## config.mk

```make
export PLATFORM = sky130hd
export DESIGN_NAME = pipeline_hazard_ctrl
export DESIGN_NICKNAME = d
export VERILOG_FILES = /design/src/rtl/pipeline_hazard_ctrl.sv
export SDC_FILE = /design/constraint.sdc
export NUM_CORES = 1
export LEC_CHECK = 0
export BUFFER_PORTS_ARGS = -buffer_cell sky130_fd_sc_hd__buf_2
export CAP_MARGIN = 40
export CORE_ASPECT_RATIO = 0.8
export CORE_MARGIN = 10
export CORE_UTILIZATION = 55
export DETAILED_ROUTE_END_ITERATION = 10
export GPL_TIMING_DRIVEN = 0
export PLACE_DENSITY_LB_ADDON = 0.08
export SYNTH_ARGS = -nofsm -noshare
export SYNTH_HDL_FRONTEND = slang
export SYNTH_SLANG_ARGS = --single-unit
```

## constraint.sdc

```tcl
create_clock -name clk -period 4.55 [get_ports clk]
set_clock_uncertainty 0.1 [all_clocks]
set_input_delay 0.91 -clock clk [delete_from_list [all_inputs] [get_ports clk]]
set_output_delay 0.91 -clock clk [all_outputs]
set_load 0.1 [all_outputs]
```

## src/rtl/pipeline_hazard_ctrl.sv

```systemverilog
// Hazard/branch sequencer for a 5-stage pipeline without forwarding; hazard outputs are combinational, counters update on the clock.
// Backpressure: a RAW hazard holds PC and IF/ID and bubbles ID/EXE; a ctrl instruction holds fetch until it reaches MEM.
module pipeline_hazard_ctrl #(
  parameter int CNT_W      = 16,
  parameter int CTRL_SLOTS = 2
) (
  input  logic             clk,
  input  logic             arst_n,
  input  logic             enable,
  input  logic [4:0]       id_rs,
  input  logic [4:0]       id_rt,
  input  logic             id_uses_rt,
  input  logic             id_is_ctrl,
  input  logic [4:0]       exe_waddr,
  input  logic             exe_wr,
  input  logic [4:0]       mem_waddr,
  input  logic             mem_wr,
  input  logic [4:0]       wb_waddr,
  input  logic             wb_wr,
  output logic             pc_en,
  output logic             if_id_en,
  output logic             if_id_flush,
  output logic             id_exe_bubble,
  output logic             ctrl_busy,
  output logic [CNT_W-1:0] stall_cycles,
  output logic [CNT_W-1:0] flush_count
);

  localparam int            CW       = (CTRL_SLOTS < 2) ? 1 : $clog2(CTRL_SLOTS + 1);
  localparam logic [CW-1:0] CNT_LOAD = CW'(CTRL_SLOTS - 1);
  localparam logic [CNT_W-1:0] CNT_MAX = {CNT_W{1'b1}};

  typedef enum logic {
    RUN       = 1'b0,
    CTRL_WAIT = 1'b1
  } state_t;

  state_t        state, state_nxt;
  logic [CW-1:0] cnt, cnt_nxt;
  logic          raw;
  logic          issue;

  // Writer in WB still counts: the register file updates at the edge, so ID would read stale data.
  function automatic logic dest_hit(input logic [4:0] src, input logic [4:0] dst, input logic wr);
    return wr && (dst != 5'd0) && (src == dst);
  endfunction

  function automatic logic src_match(input logic [4:0] src);
    return dest_hit(src, exe_waddr, exe_wr) ||
           dest_hit(src, mem_waddr, mem_wr) ||
           dest_hit(src, wb_waddr,  wb_wr);
  endfunction

  always_comb begin
    raw = src_match(id_rs) || (id_uses_rt && src_match(id_rt));
  end

  always_comb begin
    state_nxt     = state;
    cnt_nxt       = cnt;
    issue         = 1'b0;
    pc_en         = 1'b0;
    if_id_en      = 1'b0;
    if_id_flush   = 1'b0;
    id_exe_bubble = 1'b0;
    if (enable) begin
      case (state)
        RUN: begin
          if (raw) begin
            id_exe_bubble = 1'b1;
          end else if (id_is_ctrl) begin
            issue       = 1'b1;
            if_id_en    = 1'b1;
            if_id_flush = 1'b1;
            state_nxt   = CTRL_WAIT;
            cnt_nxt     = CNT_LOAD;
          end else begin
            pc_en    = 1'b1;
            if_id_en = 1'b1;
          end
        end
        CTRL_WAIT: begin
          // Only bubbles sit in ID here, so raw is deliberately not consulted.
          if_id_en      = 1'b1;
          if_id_flush   = 1'b1;
          id_exe_bubble = 1'b1;
          if (cnt != '0) begin
            cnt_nxt = cnt - CW'(1);
          end else begin
            pc_en     = 1'b1;
            state_nxt = RUN;
          end
        end
        default: begin
          state_nxt = RUN;
          cnt_nxt   = '0;
        end
      endcase
    end
  end

  always_ff @(posedge clk) begin
    if (!arst_n) begin
      state        <= RUN;
      cnt          <= '0;
      stall_cycles <= '0;
      flush_count  <= '0;
    end else if (enable) begin
      state <= state_nxt;
      cnt   <= cnt_nxt;
      if (id_exe_bubble && (stall_cycles != CNT_MAX)) begin
        stall_cycles <= stall_cycles + CNT_W'(1);
      end
      if (issue && (flush_count != CNT_MAX)) begin
        flush_count <= flush_count + CNT_W'(1);
      end
    end
  end

  assign ctrl_busy = (state == CTRL_WAIT);

endmodule

```

==> metrics.txt, run 1 <==
CTS H-tree lvls 2; vias 2269; Setup Buffers After CTS 0; Root Driver clkbuf_8; Reg2Reg Setup Slack 2240 ps; DRT Pass-1 Iters 5; hold crit path type reg2reg; post-synthesis sequential area ratio 31.0%; maximum VDD drop 0.158 mV; Hold Slack 386 ps; Slew Limit Fails 0; CTS Buffer Depth 2; Reg2Reg Launch Point stall_cycles[6]; Area contributors post-synth dfxtp_1, xnor2_1, mux2i_1; HPWL after DPL 4.74 mm; Layout fillers 306; ANT nets after route 0; IO buf count 69; yosys warns 0; Initial DRC Count 180; Die Area 7080 sq um; vias per std cell 5.57; WP data arrival 3120 ps; crit-path max FO 10; # setup viols final 0; first-pass GRT wire length 9.88 mm; worst-skew pair later-pin latency 280 ps; Num CTS Buffers 5; drc violations 0; Total GRT Usage 16.3%; cts repair resizes 0; Reg2Reg Depth 8; flops & latches, synth 35; min Tclk post-route 4130 ps; Die W 91.6 um; share of cells above drive strength 1 25.0%; Pleak 1.20 nW; Worst Path Required 3540 ps; crit end category output pin; TritonCTS clock tree built; total negative slack 0 ps; RSZ-0062 raised after global routing no; Final GP Congestion 0.970; Synth area leader dfxtp_1; vias in the first global route 2093; Avg WL per Cell 14.8 um; Avg Inst Size Synth 8.15 sq um; max cap viols 0; post-synthesis cell count 277; Synth cell types 41; critical path's top delay family buffers and inverters; Rows 20; total grt overflow 0; CP max stage cell a31oi_2; synthesized area 2260 sq um; Core Area 3880 sq um; Final Hold Viols 0; Routed Wire Length 6.03 mm; FF-to-FF End stall_cycles[15]; initial core utilization 58.2%; io pins 70; pwr dens 244 nW/um^2; Die Y 77.3 um; cell-by-cell trace of the critical path buf_2, xnor2_1, nand4_1, nor4_1, o31ai_4, a31oi_2, buf_2, buf_2; WP buf/inv 3; termination of the worst setup path id_exe_bubble; CP Class in2out; clock sinks 35; largest net degree at the start of global routing 11; hold buffers post-CTS 0; Worst-Margin Slew 525 ps; antenna violations before repair 0; Synth top area share 31.0%; Final Cycle Share 90.7%; hold depth 2; Net Count, Synth 313; CP peak stage delay 460 ps; status finished clean; # diodes 0; CTS clk-pin slew, worst paths 70 ps; Critical Path Start wb_waddr[0]; Worst path depth 8; Final nets 389; Most Frequent Cell on Critical Path buf_2; f_max 242 MHz; worst slew margin relative to its limit 64.7%; startpoint types primary input; Layout area overhead 21.6%
[worst register-to-register path: cells and delay by family (launching register included)]
family	cells	cell delay, ps
AND/OR/NAND/NOR	5	1040
AO/OA/AOI/OAI	2	420
flip-flops	1	410
buffers and inverters	1	280
[cells in the final DEF, fill, tap and decap left out, types with 2 or more instances in the layout]
master     n
nor4_1     8
or3_1      8
a31oi_1    2
xnor2_1   18
nand3_1   15
clkbuf_8   6
and2_1     3
ha_1       3
dfxtp_1   35
nor3_1     2
nand2_1   36
o21a_1     2
inv_1     10
a31o_2     3
or4_1      9
nor2_1    14
and4_1     3
o31ai_1    5
buf_2     70
o21ai_0    8
a21oi_1   17
clkbuf_1   5
xor2_1    13
nand2b_1  12
and3_1    10
buf_6      2
mux2i_1   14
nand4_1    6
[through the flow]
step	worst slack (ps)	cell area [sq um]	cells	util [%]	power (mW)
2_1_floorplan	-70.6	2260	277	-	0.425
3_3_place_gp	450	2670	401	68.9	0.467
3_5_place_dp	429	2670	401	68.9	0.469
4_1_cts	417	2740	407	70.7	0.673
5_1_grt	275	2740	407	70.7	0.698
6_report	422	2740	407	70.7	0.668
[flip-flops by register name (all words and copies together) (netlist names)]
name	count
stall_cycles	16
ctrl_busy	1
flush_count	16
cnt	2
[power by group]
| part | internal, mW | switching (mW) | total (mW) |
|---|---|---|---|
| Sequential | 0.310 | 0.00427 | 0.315 |
| Combinational | 0.0461 | 0.102 | 0.148 |
| Clock | 0.102 | 0.103 | 0.205 |
| Total | 0.458 | 0.210 | 0.668 |
[cell type report]
| cell class | count | area (sq um) | area share [%] |
|---|---|---|---|
| Sequential cell | 35 | 701 | 25.5 |
| Multi-Input combinational cell | 223 | 1460 | 53.2 |
| Tap cell | 55 | 68.8 | 2.51 |
| Clock buffer | 6 | 72.6 | 2.64 |
| Timing Repair Buffer | 69 | 345 | 12.6 |
| Buffer | 8 | 56.3 | 2.05 |
| Inverter | 11 | 41.3 | 1.50 |
[Yosys cell counts (all sizes together)]
library cell,instances
a21oi,17
a31o,3
a31oi,3
and2,3
and3,10
and4,3
and4b,1
buf,3
clkbuf,5
clkinv,1
dfxtp,35
ha,3
inv,10
mux2i,14
nand2,36
nand2b,12
nand3,16
nand4,7
nand4b,1
nor2,14
nor3,3
nor4,9
o211a,1
o211ai,1
o21a,2
o21ai,9
o31a,1
o31ai,6
or3,8
or4,9
xnor2,18
xor2,13
[worst min-delay path by stage]
stage / from / end / slack [ps]
2_1_floorplan: cnt[1] / cnt[1] / 350
3_3_place_gp: stall_cycles[11] / stall_cycles[11] / 370
3_5_place_dp: stall_cycles[5] / stall_cycles[5] / 370
4_1_cts: stall_cycles[5] / stall_cycles[5] / 380
5_1_grt: stall_cycles[5] / stall_cycles[5] / 400
6_report: stall_cycles[5] / stall_cycles[5] / 390
[logic make-up (layout without fill, tap and decap cells)]
logic type | after synthesis | after routing | share of synthesized area [%]
simple gates | 132 | 132 | 32.1
compound gates | 43 | 43 | 12.6
fa+ha+maj | 3 | 3 | 1.66
flops | 35 | 35 | 31.0
buf+inv | 19 | 94 | 4.32
xor+xnor | 31 | 31 | 12.0
mux | 14 | 14 | 6.21
[routing by layer]
metal / wire length (um) / share of wire [%] / track usage, % / vias up
li1: - / - / - / 1146
met2: 2610 / 43 / 24.3 / 70
met1: 2850 / 47 / 21.9 / 1046
met4: 40 / 0.66 / 2.97 / 0
met5: 0 / 0 / 0 / -
met3: 530 / 8.8 / 6.13 / 7
No activity file was read; power rests on OpenSTA's default activity.
==> run 2: changes to the inputs <==
- ABC_CLOCK_PERIOD_IN_PS: not set -> 4550
- CORE_ASPECT_RATIO: 0.8 -> 0.5
==> run 2 against run 1 <==
- total power increased by 12%
- combinational power hardly changed
- count of clock-buffer cells in the layout decreased by 1
- non-clock buffer count did not move
- first-iteration DRC count is 22% lower
- global-route usage rose by 0.14 points
- design area rose by 1.4%
- clock power grew 40%
- register-to-register slack better by 40 ps
- critical endpoint is now if_id_flush
==> metrics.txt, run 2 (synthesized netlist as in run 1, its figures left out) <==
status finished clean; worst slew margin relative to its limit 64.4%; WHS Endpoint stall_cycles[10]; area post-placement 2670 sq um; CTS clk-pin slew, worst paths 80 ps; Reg2Reg Setup Slack 2280 ps; Root Driver clkbuf_8; switching share of power 30.9%; Routed Wire Length 6.31 mm; hold buffers post-CTS 0; TritonCTS clock tree built; Clock power frac 38.3%; CTS H-tree lvls 2; Final Cycle Share 90.5%; DRT Pass-1 Iters 4; Initial DRC Count 140; vias in the first global route 2305; crit end category output pin; Cell Count, Final, Fillers Out 408; total negative slack 0 ps; share of cells above drive strength 1 25.7%; Setup Buffers After CTS 0; drc violations 0; IO buf count 69; Top Registers flush_count x16, stall_cycles x16, cnt x2; CTS Buffer Depth 2; pwr dens 270 nW/um^2; max cap viols 0; P_int 520 uW; RSZ-0062 raised after global routing no; commonest non-fill, non-tap cell in the layout buf_2; most frequent cells in the layout buf_2, nand2_1, dfxtp_1, xnor2_1, a21oi_1; cts repair resizes 0; Core Area 3920 sq um; Final GP Congestion 0.852; FF-to-FF End flush_count[8]; Rows 16; total grt overflow 0; Die Y 65.3 um; Die W 111 um; dpl cells 400; Num CTS Buffers 5; io pins 70; P_sw 232 uW; Layout fillers 304; antenna violations before repair 0; clock sinks 35; min-delay src stall_cycles[10]; Layout area overhead 23.3%; Reg2Reg Depth 9; hold depth 2; # setup viols final 0; Final Hold Viols 0; hold crit path type reg2reg; first-pass GRT wire length 10.3 mm; Hold Slack 382 ps; vias per std cell 5.65; Slew Limit Fails 0; Total Power 752 uW; startpoint types primary input; cell area after layout 2780 sq um; WP data arrival 3110 ps; HPWL after DPL 4.89 mm; Avg WL per Cell 15.5 um; vias 2305; Total GRT Usage 16.5%; # diodes 0; Pleak 1.22 nW; CP Class in2out; Die Area 7220 sq um; crit-path max FO 4; f_max 243 MHz; maximum VDD drop 0.157 mV; worst-skew pair later-pin latency 290 ps; Reg2Reg Launch Point flush_count[4]; largest net degree at the start of global routing 13; initial core utilization 57.5%; Worst Path Required 3540 ps; Worst-Margin Slew 535 ps; Final nets 389; combinational group share of total power 19.9%; min Tclk post-route 4120 ps; ANT nets after route 0; sequential cell fraction of total power 41.8%
## run 2: per-stage QoR
stage,setup WS (ps),utilization [%]
6_report,434,70.9
5_1_grt,265,70.9
4_1_cts,403,70.9
3_5_place_dp,401,68.0
3_3_place_gp,462,68.0
2_1_floorplan,-70.6,-
## run 2: worst max-delay path by stage
stage / from / to / cells past startpoint
2_1_floorplan: mem_waddr[1] / if_id_flush / 7
3_3_place_gp: mem_waddr[1] / pc_en / 9
3_5_place_dp: mem_waddr[1] / if_id_flush / 9
4_1_cts: mem_waddr[1] / if_id_flush / 9
5_1_grt: mem_waddr[1] / if_id_flush / 9
6_report: mem_waddr[1] / if_id_flush / 9
## run 2: metal layers
layer / vias up / track usage [%] / wire length, um
met5: - / 0 / 0
met2: 93 / 28.9 / 2870
met3: 8 / 6.52 / 566
met4: 0 / 3.87 / 39
met1: 1056 / 18.6 / 2830
li1: 1148 / - / -
## run 2: critical path, stage by stage
cell      delay, ps
buf_2           120
or4_1           530
o21ai_2         160
nor4_1           90
nor3_2          380
a21oi_1         180
nand2b_1        200
nor2_1          100
buf_2           420
## run 2: area by class of cell
type	instances	area [sq um]	area share, %
Timing Repair Buffer	69	345	12.4
Buffer	8	56.3	2.02
Clock inverter	3	43.8	1.57
Inverter	11	41.3	1.48
Multi-Input combinational cell	223	1460	52.4
Sequential cell	35	701	25.2
Tap cell	54	67.6	2.43
Clock buffer	5	68.8	2.47
## run 2: power groups by stage
stage | sequential [mW] | clock (mW) | combinational [mW]
6_report | 0.314 | 0.288 | 0.149
2_1_floorplan | 0.342 | 0 | 0.0822
3_3_place_gp | 0.321 | 0 | 0.145
3_5_place_dp | 0.321 | 0 | 0.149
4_1_cts | 0.314 | 0.287 | 0.150
5_1_grt | 0.315 | 0.305 | 0.160
==> run 3: changes to the inputs <==
- ABC_CLOCK_PERIOD_IN_PS: 4550 -> 4900
- BUFFER_PORTS_ARGS: -buffer_cell sky130_fd_sc_hd__buf_2 -> not set
- CORE_UTILIZATION: 55 -> 59
- DONT_BUFFER_PORTS: not set -> 1
- clock period: 4.55 -> 4.9 ns (I/O delays scaled with it)
==> run 3 against run 2 <==
- critical path depth decreased by 2
- global-route usage increased by 3.9 points
- worst hold slack improved by 23 ps
- design area increased by 8.3%
- final cell count decreased by 9.3%
- first-iteration DRC count unchanged
- wire length increased by 10%
- register-to-register slack improved by 240 ps
- die area decreased by 5.2%
- sequential power decreased by 6.4%
- sequential share of layout area decreased by 1.9 points
- combinational power decreased by 15%
==> metrics.txt, run 3 (synthesized netlist as in run 1, its figures left out) <==
crit-path max FO 4; hold buffers post-CTS 0; Routed Wire Length 6.96 mm; min-delay src cnt[0]; CTS clk-pin slew, worst paths 70 ps; Top Registers flush_count x16, stall_cycles x16, cnt x2; ANT nets after route 0; drc violations 0; area post-placement 2930 sq um; io pins 70; Core Area 3550 sq um; startpoint types primary input; min Tclk post-route 4300 ps; CTS H-tree lvls 2; worst-skew pair later-pin latency 290 ps; maximum VDD drop 0.116 mV; Rows 15; Critical Path Start mem_waddr[1]; Layout fillers 175; Die Area 6850 sq um; Final GP Congestion 0.847; Slew Limit Fails 0; CTS Buffer Depth 2; switching share of power 30.1%; commonest non-fill, non-tap cell in the layout nand2_1; Placement Setup Slack 593 ps; hold crit path type reg2reg; antenna violations before repair 0; Die Y 63.7 um; combinational group share of total power 20.0%; Num CTS Buffers 5; P_sw 191 uW; IO buf count 0; WP data arrival 3220 ps; CP peak stage delay 640 ps; clock sinks 35; RSZ-0062 raised after global routing no; Worst-Margin Slew 832 ps; Total GRT Usage 20.4%; worst slew margin relative to its limit 44.5%; HPWL after DPL 5.57 mm; f_max 232 MHz; Pleak 1.16 nW; Hold Slack 405 ps; max cap viols 0; first-pass GRT wire length 11.6 mm; largest net degree at the start of global routing 11; Final nets 355; most frequent cells in the layout nand2_1, dfxtp_1, buf_8, xnor2_1, a21oi_1; Reg2Reg Launch Point stall_cycles[0]; P_int 443 uW; status finished clean; # diodes 0; fin util 85.0%; Final Hold Viols 0; vias in the first global route 2288; initial core utilization 63.6%; crit end category output pin; total negative slack 0 ps; Avg WL per Cell 18.8 um; vias 2272; DRT Pass-1 Iters 4; CP max stage cell inv_1; total grt overflow 0; vias per std cell 6.14; Worst Path Required 3820 ps; CP Class in2out; Setup Buffers After CTS 0; Final Cycle Share 87.8%; setup slack after layout 597 ps; cell area after layout 3010 sq um; Root Driver clkbuf_8; Initial DRC Count 140; # setup viols final 0; cts repair resizes 0; Layout area overhead 33.5%; Clock power frac 33.7%; share of cells above drive strength 1 18.2%; sequential cell fraction of total power 46.4%; pwr dens 210 nW/um^2; Die W 107 um; cell-by-cell trace of the critical path or4_1, o21ai_2, nor4_1, nor3_2, a21oi_1, nand2b_1, inv_1; TritonCTS clock tree built
[run 3: power groups by stage]
stage               Clock (mW)  Sequential [mW]  Combinational, mW
global placement             0            0.319             0.0857
global route             0.228            0.294              0.134
finish                   0.213            0.294              0.127
CTS                      0.213            0.294              0.127
floorplan                    0            0.318             0.0763
detailed placement           0            0.300              0.126
[run 3: metal layers]
metal	GRT usage [%]	vias to the layer above	wire length, um	share of wire, %
met1	23.2	1077	2800	40
met3	9.50	14	714	10
met2	32.9	104	3300	47
li1	-	1077	-	-
met4	7.78	0	142	2.0
met5	0	-	0	0
[run 3: metrics by stage]
| step | power (mW) | cells |
|---|---|---|
| floorplan | 0.394 | 277 |
| global placement | 0.405 | 328 |
| detailed placement | 0.426 | 363 |
| CTS | 0.634 | 370 |
| global route | 0.657 | 370 |
| finish | 0.634 | 370 |
[run 3: path summary, 6_finish.rpt]
path | to | slack (ps) | cells after the start
worst max-delay path | if_id_en | 600 | 7
worst min-delay path | cnt[0] | 400 | 1
worst max register to register | stall_cycles[15] | 2520 | 8
worst min register to register | cnt[0] | 400 | 1
[run 3: area by class of cell]
class                           count  area [sq um]  share of cell area [%]
Tap cell                           51          63.8                    2.12
Clock inverter                      1          5.00                   0.166
Timing Repair Buffer               35           601                    19.9
Clock buffer                        6          82.6                    2.74
Inverter                           11          41.3                    1.37
Sequential cell                    35           701                    23.2
Multi-Input combinational cell    223          1460                    48.6
Buffer                              8          56.3                    1.87
[run 3: worst max-delay path, delay by kind of cell]
| family | cells | cell delay [ps] |
|---|---|---|
| compound gates | 2 | 340 |
| buf+inv | 1 | 640 |
| simple gates | 4 | 1260 |
